### config.mk
export PLATFORM = sky130hd
export DESIGN_NAME = stream_demux1ton
export DESIGN_NICKNAME = d
export VERILOG_FILES = /design/src/rtl/stream_demux_pkg.sv /design/src/rtl/demux_lane_reg.sv /design/src/rtl/stream_demux1ton.sv
export SDC_FILE = /design/constraint.sdc
export NUM_CORES = 1
export LEC_CHECK = 0
export CAP_MARGIN = 20
export CORE_AREA = 2 2 84 86
export DETAILED_ROUTE_END_ITERATION = 6
export DIE_AREA = 0 0 86 88
export GPL_ROUTABILITY_DRIVEN = 0
export HOLD_SLACK_MARGIN = 0.08
export SKIP_LAST_GASP = 1
export SYNTH_ARGS = -nofsm -noshare
export SYNTH_HDL_FRONTEND = slang
export SYNTH_SLANG_ARGS = --single-unit
### constraint.sdc
create_clock -name clk -period 2 [get_ports clk]
set_input_delay 0.3 -clock clk [delete_from_list [all_inputs] [get_ports clk]]
set_output_delay 0.3 -clock clk [all_outputs]
set_load 0.005 [all_outputs]
### src/rtl/stream_demux_pkg.sv
// stream_demux_pkg: shared lane state type and select qualification for the 1-to-N stream demux
package stream_demux_pkg;
  typedef enum logic {EMPTY, FULL} lane_state_e;
  function automatic logic sel_ok(input int sel, input int n, input logic [63:0] en);
    return (sel < n) && en[sel[5:0]];
  endfunction
endpackage

### src/rtl/demux_lane_reg.sv
// demux_lane_reg: one-entry output register slice with EMPTY/FULL handshake state
module demux_lane_reg
  import stream_demux_pkg::*;
#(
  parameter int WIDTH = 8
) (
  input  logic             clk,
  input  logic             rst_n,
  input  logic             load,
  input  logic [WIDTH-1:0] load_data,
  input  logic             out_ready,
  output logic [WIDTH-1:0] out_data,
  output logic             out_valid
);
  lane_state_e state_q, state_d;
  always_comb begin
    state_d = load ? FULL : (out_ready ? EMPTY : state_q);
  end
  always_ff @(posedge clk or negedge rst_n) begin
    if (!rst_n) begin
      state_q  <= EMPTY;
      out_data <= '0;
    end else begin
      state_q <= state_d;
      if (load) out_data <= load_data;
    end
  end
  assign out_valid = (state_q == FULL);
endmodule

### src/rtl/stream_demux1ton.sv
// stream_demux1ton: registered 1-to-N valid/ready demux; bad selects are consumed, dropped and counted
module stream_demux1ton
  import stream_demux_pkg::*;
#(
  parameter int WIDTH = 8,
  parameter int N_OUT = 4,
  parameter int SEL_W = $clog2(N_OUT),
  parameter int CNT_W = 8
) (
  input  logic                   clk,
  input  logic                   rst_n,
  input  logic [WIDTH-1:0]       in_data,
  input  logic [SEL_W-1:0]       in_sel,
  input  logic                   in_valid,
  output logic                   in_ready,
  input  logic [N_OUT-1:0]       lane_en,
  output logic [N_OUT*WIDTH-1:0] out_data,
  output logic [N_OUT-1:0]       out_valid,
  input  logic [N_OUT-1:0]       out_ready,
  output logic [CNT_W-1:0]       drop_cnt,
  output logic                   drop_pulse
);
  logic sel_valid, blocked, drop;
  assign sel_valid = sel_ok(32'(in_sel), N_OUT, 64'(lane_en));
  // only the selected lane's occupancy can stall the producer
  always_comb begin
    blocked = 1'b0;
    for (int i = 0; i < N_OUT; i++)
      blocked = (in_sel == SEL_W'(i)) ? (out_valid[i] & ~out_ready[i]) : blocked;
  end
  assign in_ready = ~(sel_valid & blocked);
  assign drop     = in_valid & ~sel_valid;
  for (genvar g = 0; g < N_OUT; g++) begin : g_lane
    demux_lane_reg #(.WIDTH(WIDTH)) u_lane (
      .clk       (clk),
      .rst_n     (rst_n),
      .load      (in_valid & in_ready & sel_valid & (in_sel == SEL_W'(g))),
      .load_data (in_data),
      .out_ready (out_ready[g]),
      .out_data  (out_data[g*WIDTH +: WIDTH]),
      .out_valid (out_valid[g])
    );
  end
  always_ff @(posedge clk or negedge rst_n) begin
    if (!rst_n) begin
      drop_cnt   <= '0;
      drop_pulse <= 1'b0;
    end else begin
      drop_pulse <= drop;
      drop_cnt   <= (drop && drop_cnt != '1) ? drop_cnt + CNT_W'(1) : drop_cnt;
    end
  end
endmodule

# After elaboration in Yosys (flattened, before gate mapping)
# Cells that the tools add are included.
dict set report totals {
  register_bits 45
  in_bits 21
  out_inout_bits 46
  word_cells 54
}
dict set report op_classes {
  addsub 1
  n_lt_le_gt_ge 1
  eq_ne 4
  n_mux 14
  n_bitwise 18
  reduce_logical 6
}
# cell count
set op_table {}
lappend op_table {{$mux W1} 13}
lappend op_table {{$and A1 B1 Y1} 12}
lappend op_table {{$add A8 B1 Y8 const B} 1}
lappend op_table {{$ne A8 B8 Y1 const B} 1}
lappend op_table {{$reduce_bool A2 Y1} 4}
lappend op_table {{$lt A2 B7 Y1 const B} 1}
lappend op_table {{$not A1 Y1} 6}
lappend op_table {{$eq A2 B2 Y1 const B} 2}
lappend op_table {{$bmux W1 S2} 1}
lappend op_table {{$eq A2 B1 Y1 const B} 1}
lappend op_table {{$logic_not A2 Y1} 1}
lappend op_table {{$logic_and A1 B1 Y1} 1}

# Longest topological paths before layout
dict set report logic_depth {
  word_depth 12
  ltp_mapped 5
  mapped_depth_nobuf 4
}

# By module
# From an unflattened synthesis, not the netlist that was laid out.
dict set report hier_totals {
  cells_unflattened 135
  area_unflattened_um2 2038.2
}
# mod instances cells_per_inst area_each_um2 seq_area_each_um2
set modules_own_cells {}
lappend modules_own_cells {demux_lane_reg 4 20 369.1 225.2}
lappend modules_own_cells {stream_demux1ton 1 55 561.8 225.2}

# Worst setup path before layout
# Ideal clock, no wire load.
dict set report synth_path {
  kind {input port to flip-flop}
  from {in in_sel[1]}
  to {reg drop_cnt[1]}
  setup_time_ns 0.125
  arrival_ns 1.458
  t_required_ns 1.875
  slack_ns 0.417
  stages 5
  n_path_buf 1
  path_cell_list {buf_6 > mux2_2 > o2bb2ai_4 > o21a_1 > mux2_2}
}
dict set report synth_via {
  elab_chain_cells 5
}
# element line_no
set synth_rtl {}
lappend synth_rtl {{from (decl)} stream_demux1ton.sv:13} ;# input logic [SEL_W-1:0] in_sel,
lappend synth_rtl {{$bmux W1 S2} stream_demux_pkg.sv:5} ;# return (sel < n) && en[sel[5:0]];
lappend synth_rtl {{$mux W1 (not written as such)} stream_demux_pkg.sv:5}
lappend synth_rtl {{$not A1 Y1} stream_demux1ton.sv:32} ;# assign drop = in_valid & ~sel_valid;
lappend synth_rtl {{$and A1 B1 Y1} stream_demux1ton.sv:32}
lappend synth_rtl {{via drop} stream_demux1ton.sv:23} ;# logic sel_valid, blocked, drop;
lappend synth_rtl {{$logic_and A1 B1 Y1} stream_demux1ton.sv:50} ;# drop_cnt <= (drop && drop_cnt != '1) ? drop_cnt + CNT_W'(1) : drop_cnt;
lappend synth_rtl {{to (signal assigned)} stream_demux1ton.sv:50}
lappend synth_rtl {{to (decl)} stream_demux1ton.sv:20} ;# output logic [CNT_W-1:0] drop_cnt,
# The timed path passes the listed nets, and every way through them passes these cells. The select of a mux whose other input is x is not followed.
# A chain may end at the register's enable or synchronous reset.

# Worst setup path after layout
dict set report layout_path {
  from {in out_ready[0]}
  to {out in_ready}
}
dict set report layout_via {
  elab_chain_cells 8
}
# element line_no
set layout_rtl {}
lappend layout_rtl {{from (decl)} stream_demux1ton.sv:19} ;# input logic [N_OUT-1:0] out_ready,
lappend layout_rtl {{$not A1 Y1} stream_demux1ton.sv:29} ;# blocked = (in_sel == SEL_W'(i)) ? (out_valid[i] & ~out_ready[i]) : blocked;
lappend layout_rtl {{$and A1 B1 Y1} stream_demux1ton.sv:29}
lappend layout_rtl {{$mux W1 (4 in a row)} stream_demux1ton.sv:29}
lappend layout_rtl {{$and A1 B1 Y1} stream_demux1ton.sv:31} ;# assign in_ready = ~(sel_valid & blocked);
lappend layout_rtl {{$not A1 Y1} stream_demux1ton.sv:31}
lappend layout_rtl {{to (decl)} stream_demux1ton.sv:15} ;# output logic in_ready,
# Every way passes these cells.

==> metrics.log <==
[metrics] outcome: finished clean
[metrics] count of max-cap constraint violations: 0
[metrics] setup repair after global routing missed its margin: false
[metrics] antenna violations before repair: 0
[metrics] CP max stage cell: clkdlybuf4s50_1
[metrics] Max Fanout on Critical Path: 2
[metrics] PD cells: 926 mW/mm2
[metrics] cells traversed along the worst timing path: clkdlybuf4s50_1 -> nand2b_4 -> inv_1 -> mux4_2 -> o211ai_1 -> buf_2
[metrics] H-tree level count: 2
[metrics] slew margin rel.: 77.8%
[metrics] number of global-route vias before repair: 1374
[metrics] kind of cell with the highest combined delay on the critical path: buffers and inverters
[metrics] number of buffers inserted to repair setup after CTS: 0
[metrics] Total Power: 2.69 mW
[metrics] post-layout net count: 237
[metrics] overall routed net length: 4450 um
[metrics] worst clock skew: 0.00714 ns
[metrics] DRC violations left: 0
[metrics] worst reg-to-reg setup slack: 0.36 ns
[metrics] netlist area before placement: 0.00196 mm2
[metrics] endpoint class of the critical path: output port
[metrics] post-detailed-route count of antenna-violating nets: 0
[metrics] Synthesized Nets: 155
[metrics] via count: 1342
[metrics] die outline height: 88 um
[metrics] antenna fix cells: 0
[metrics] post-placement cell count: 287
[metrics] final setup vio count: 0
[metrics] most area-consuming cells after synthesis: dfrtp_1, mux2_2, mux2_4, buf_4, o2bb2ai_4
[metrics] share of cells above drive strength 1: 31.9%
[metrics] sequential cell area in the final layout: 0.00113 mm2
[metrics] kind of start point of the critical path: input pin
[metrics] Crit Path Category: in -> out
[metrics] Fin Setup TNS: 0 ns
[metrics] Core Footprint: 0.00664 mm2
[metrics] leakage power: 1.26 nW
[metrics] area fraction of the dominant cell type after synthesis: 57.5%
[metrics] Period Utilization, post-route: 96.0%
[metrics] non-filler cells in the finished layout: 296
[metrics] wire length of the first global-routing pass: 7090 um
[metrics] worst endpoint required time: 1.70 ns
[metrics] Clock Root Buffer: clkbuf_8
[metrics] clock-pin transition on the worst setup and hold timing paths: 0.08 ns
[metrics] max incr delay on CP: 0.46 ns
[metrics] routed length per placed instance: 15.0 um
[metrics] Initial DRC Count: 19
[metrics] Synth Register Bits: 45
[metrics] f_max: 0.521 GHz
[metrics] TritonCTS clock tree: done
[metrics] Die ar.: 0.00757 mm2
[metrics] via-per-instance ratio: 4.53
[metrics] Yosys cell types: 33
[metrics] measured slew at the worst slew-check pin: 0.332 ns
[metrics] global-route usage over all layers: 12.3%
[metrics] path category of the worst min-delay check: reg -> reg
[metrics] boundary pin count: 67
[metrics] Detailed Routing Iterations Pass 1: 4
[metrics] port buffer count: 66
[metrics] Overflow after GRT: 0
[metrics] half-perimeter wire length after placement: 3210 um
[metrics] post-synthesis sequential area ratio: 57.5%
[metrics] Num CTS Buffers: 5
[metrics] number of buffer and inverter instances along the worst setup path: 3
[metrics] site row count: 30
[metrics] time the final worst path needs with I/O delays and setup: 1.92 ns
[metrics] number of filler cells placed in the layout: 630
[metrics] Mapped Avg Cell Area: 14.7 um2
[metrics] data arrival time of the critical path: 1.62 ns
[metrics] peak supply drop: 0.420 mV
[metrics] maximum number of pins on one net before global-route repair: 46
[metrics] Num Clock Sinks: 45
[metrics] Area growth syn-to-layout: 48.6%
[metrics] initial cell density of the core: 29.5%
[metrics] clock buffer depth: 2
[metrics] post-synthesis instance total: 133
[metrics] Synth Warn #: 0
[metrics] combined area of the multi-input logic cells: 777 um2
[metrics] number of hold violations in the final report: 0
[metrics] number of max-slew violations in the final report: 0
[metrics] Worst-Skew Late Latency: 0.29 ns
[metrics] floorplan die width: 86 um
[metrics] largest area contributor in the netlist: dfrtp_1
==> cells in the mapped netlist <==
library cell,count
nor2b_1,4
nor2_2,1
nor4bb_1,1
xnor2_1,3
xor2_1,1
a31oi_1,4
o21ai_0,1
nand3_1,3
mux2i_1,1
a41oi_1,1
inv_1,2
nand2_1,6
o21a_1,1
mux4_1,1
and3_1,1
mux2_4,8
dfrtp_1,45
nand4_1,2
buf_4,4
o211ai_1,1
nor3_2,1
buf_6,2
or4b_4,1
buf_2,1
nor2_1,1
ha_1,1
mux2_2,27
or2_2,2
nand2b_4,1
o2bb2ai_4,1
and2_1,1
and2_2,1
nand2b_1,2
==> cell usage in the layout (no fill, tap or decap), types with 2 or more instances in the layout <==
master,instances
clkdlybuf4s50_1,64
dfrtp_1,45
mux2_2,27
buf_4,11
mux2_4,8
nand2_1,6
clkbuf_8,5
nor2b_1,4
a31oi_1,4
nand3_1,3
xnor2_1,3
buf_12,3
nand2b_4,2
inv_1,2
nand4_1,2
or2_2,2
clkbuf_1,2
buf_2,2
==> power by group <==
group | leakage, nW | switching, mW | internal [mW]
Clock | 0.0385 | 0.296 | 0.248
Sequential | 0.553 | 0.141 | 1.12
Combinational | 0.671 | 0.277 | 0.614
==> cell type report <==
cell class / instances / share of cell area [%]
well taps: 80 / 3.44
clock buffers: 7 / 2.62
repair buffers: 82 / 28.0
inverters: 2 / 0.258
multi-input cells: 79 / 26.7
clock inverters: 1 / 0.258
flip-flops and latches: 45 / 38.7
==> layer usage <==
| layer | track usage, % | vias to the layer above | part of all wire (%) |
|---|---|---|---|
| li1 | - | 633 | - |
| met1 | 14.8 | 677 | 44 |
| met5 | 0 | - | 0 |
| met3 | 3.02 | 2 | 3.2 |
| met2 | 21.6 | 30 | 52 |
| met4 | 4.33 | 0 | 0.88 |
==> stage by stage <==
step / area (um2) / utilization, % / setup WS [ns] / hold WS (ns)
after global routing: 2910 / 43.8 / 0.0316 / 0.522
after CTS: 2910 / 43.8 / 0.0680 / 0.513
after detailed placement: 2810 / 42.3 / -0.395 / 0.307
after floorplan: 1960 / - / 0.417 / 0.00441
after global placement: 2810 / 42.3 / -0.400 / 0.304
final: 2910 / 43.8 / 0.0793 / 0.512
==> timing repair <==
| action | 4_1_cts | 5_1_grt |
|---|---|---|
| setup endpoints to repair | 1 | 0 |
| hold buffers | 1 | 0 |
| resized for setup | 7 | 0 |
| endpoints found under the hold margin | 45 | 0 |
==> logic make-up (layout without fill, tap and decap cells) <==
group / Yosys count / count (layout) / share of synthesized area [%]
buf+inv: 9 / 92 / 3.32
flops: 45 / 45 / 57.5
fa+ha+maj: 1 / 1 / 0.639
xor+xnor: 4 / 4 / 1.79
mux: 37 / 37 / 23.5
compound gates: 9 / 9 / 4.15
simple gates: 28 / 28 / 9.07
==> registers in the layout, summed over array words and instances, names as in the netlist <==
register and flops:
drop_cnt 8, drop_pulse 1, g_lane.u_lane.out_data 32, g_lane.u_lane.out_valid 4
==> worst paths after layout <==
| check | end | start | cells after the start |
|---|---|---|---|
| hold reg to reg | g_lane[3].u_lane.out_data[5] | g_lane[3].u_lane.out_data[5] | 1 |
| setup / recovery | in_ready | out_ready[0] | 6 |
| setup reg to reg | g_lane[0].u_lane.out_data[4] | g_lane[0].u_lane.out_valid | 4 |
| hold / removal | g_lane[3].u_lane.out_data[5] | g_lane[3].u_lane.out_data[5] | 1 |
| min in group asynchronous | g_lane[0].u_lane.out_data[3] | rst_n | 3 |
| max in group asynchronous | drop_pulse | rst_n | 3 |
No activity file was read; power rests on OpenSTA's default activity.
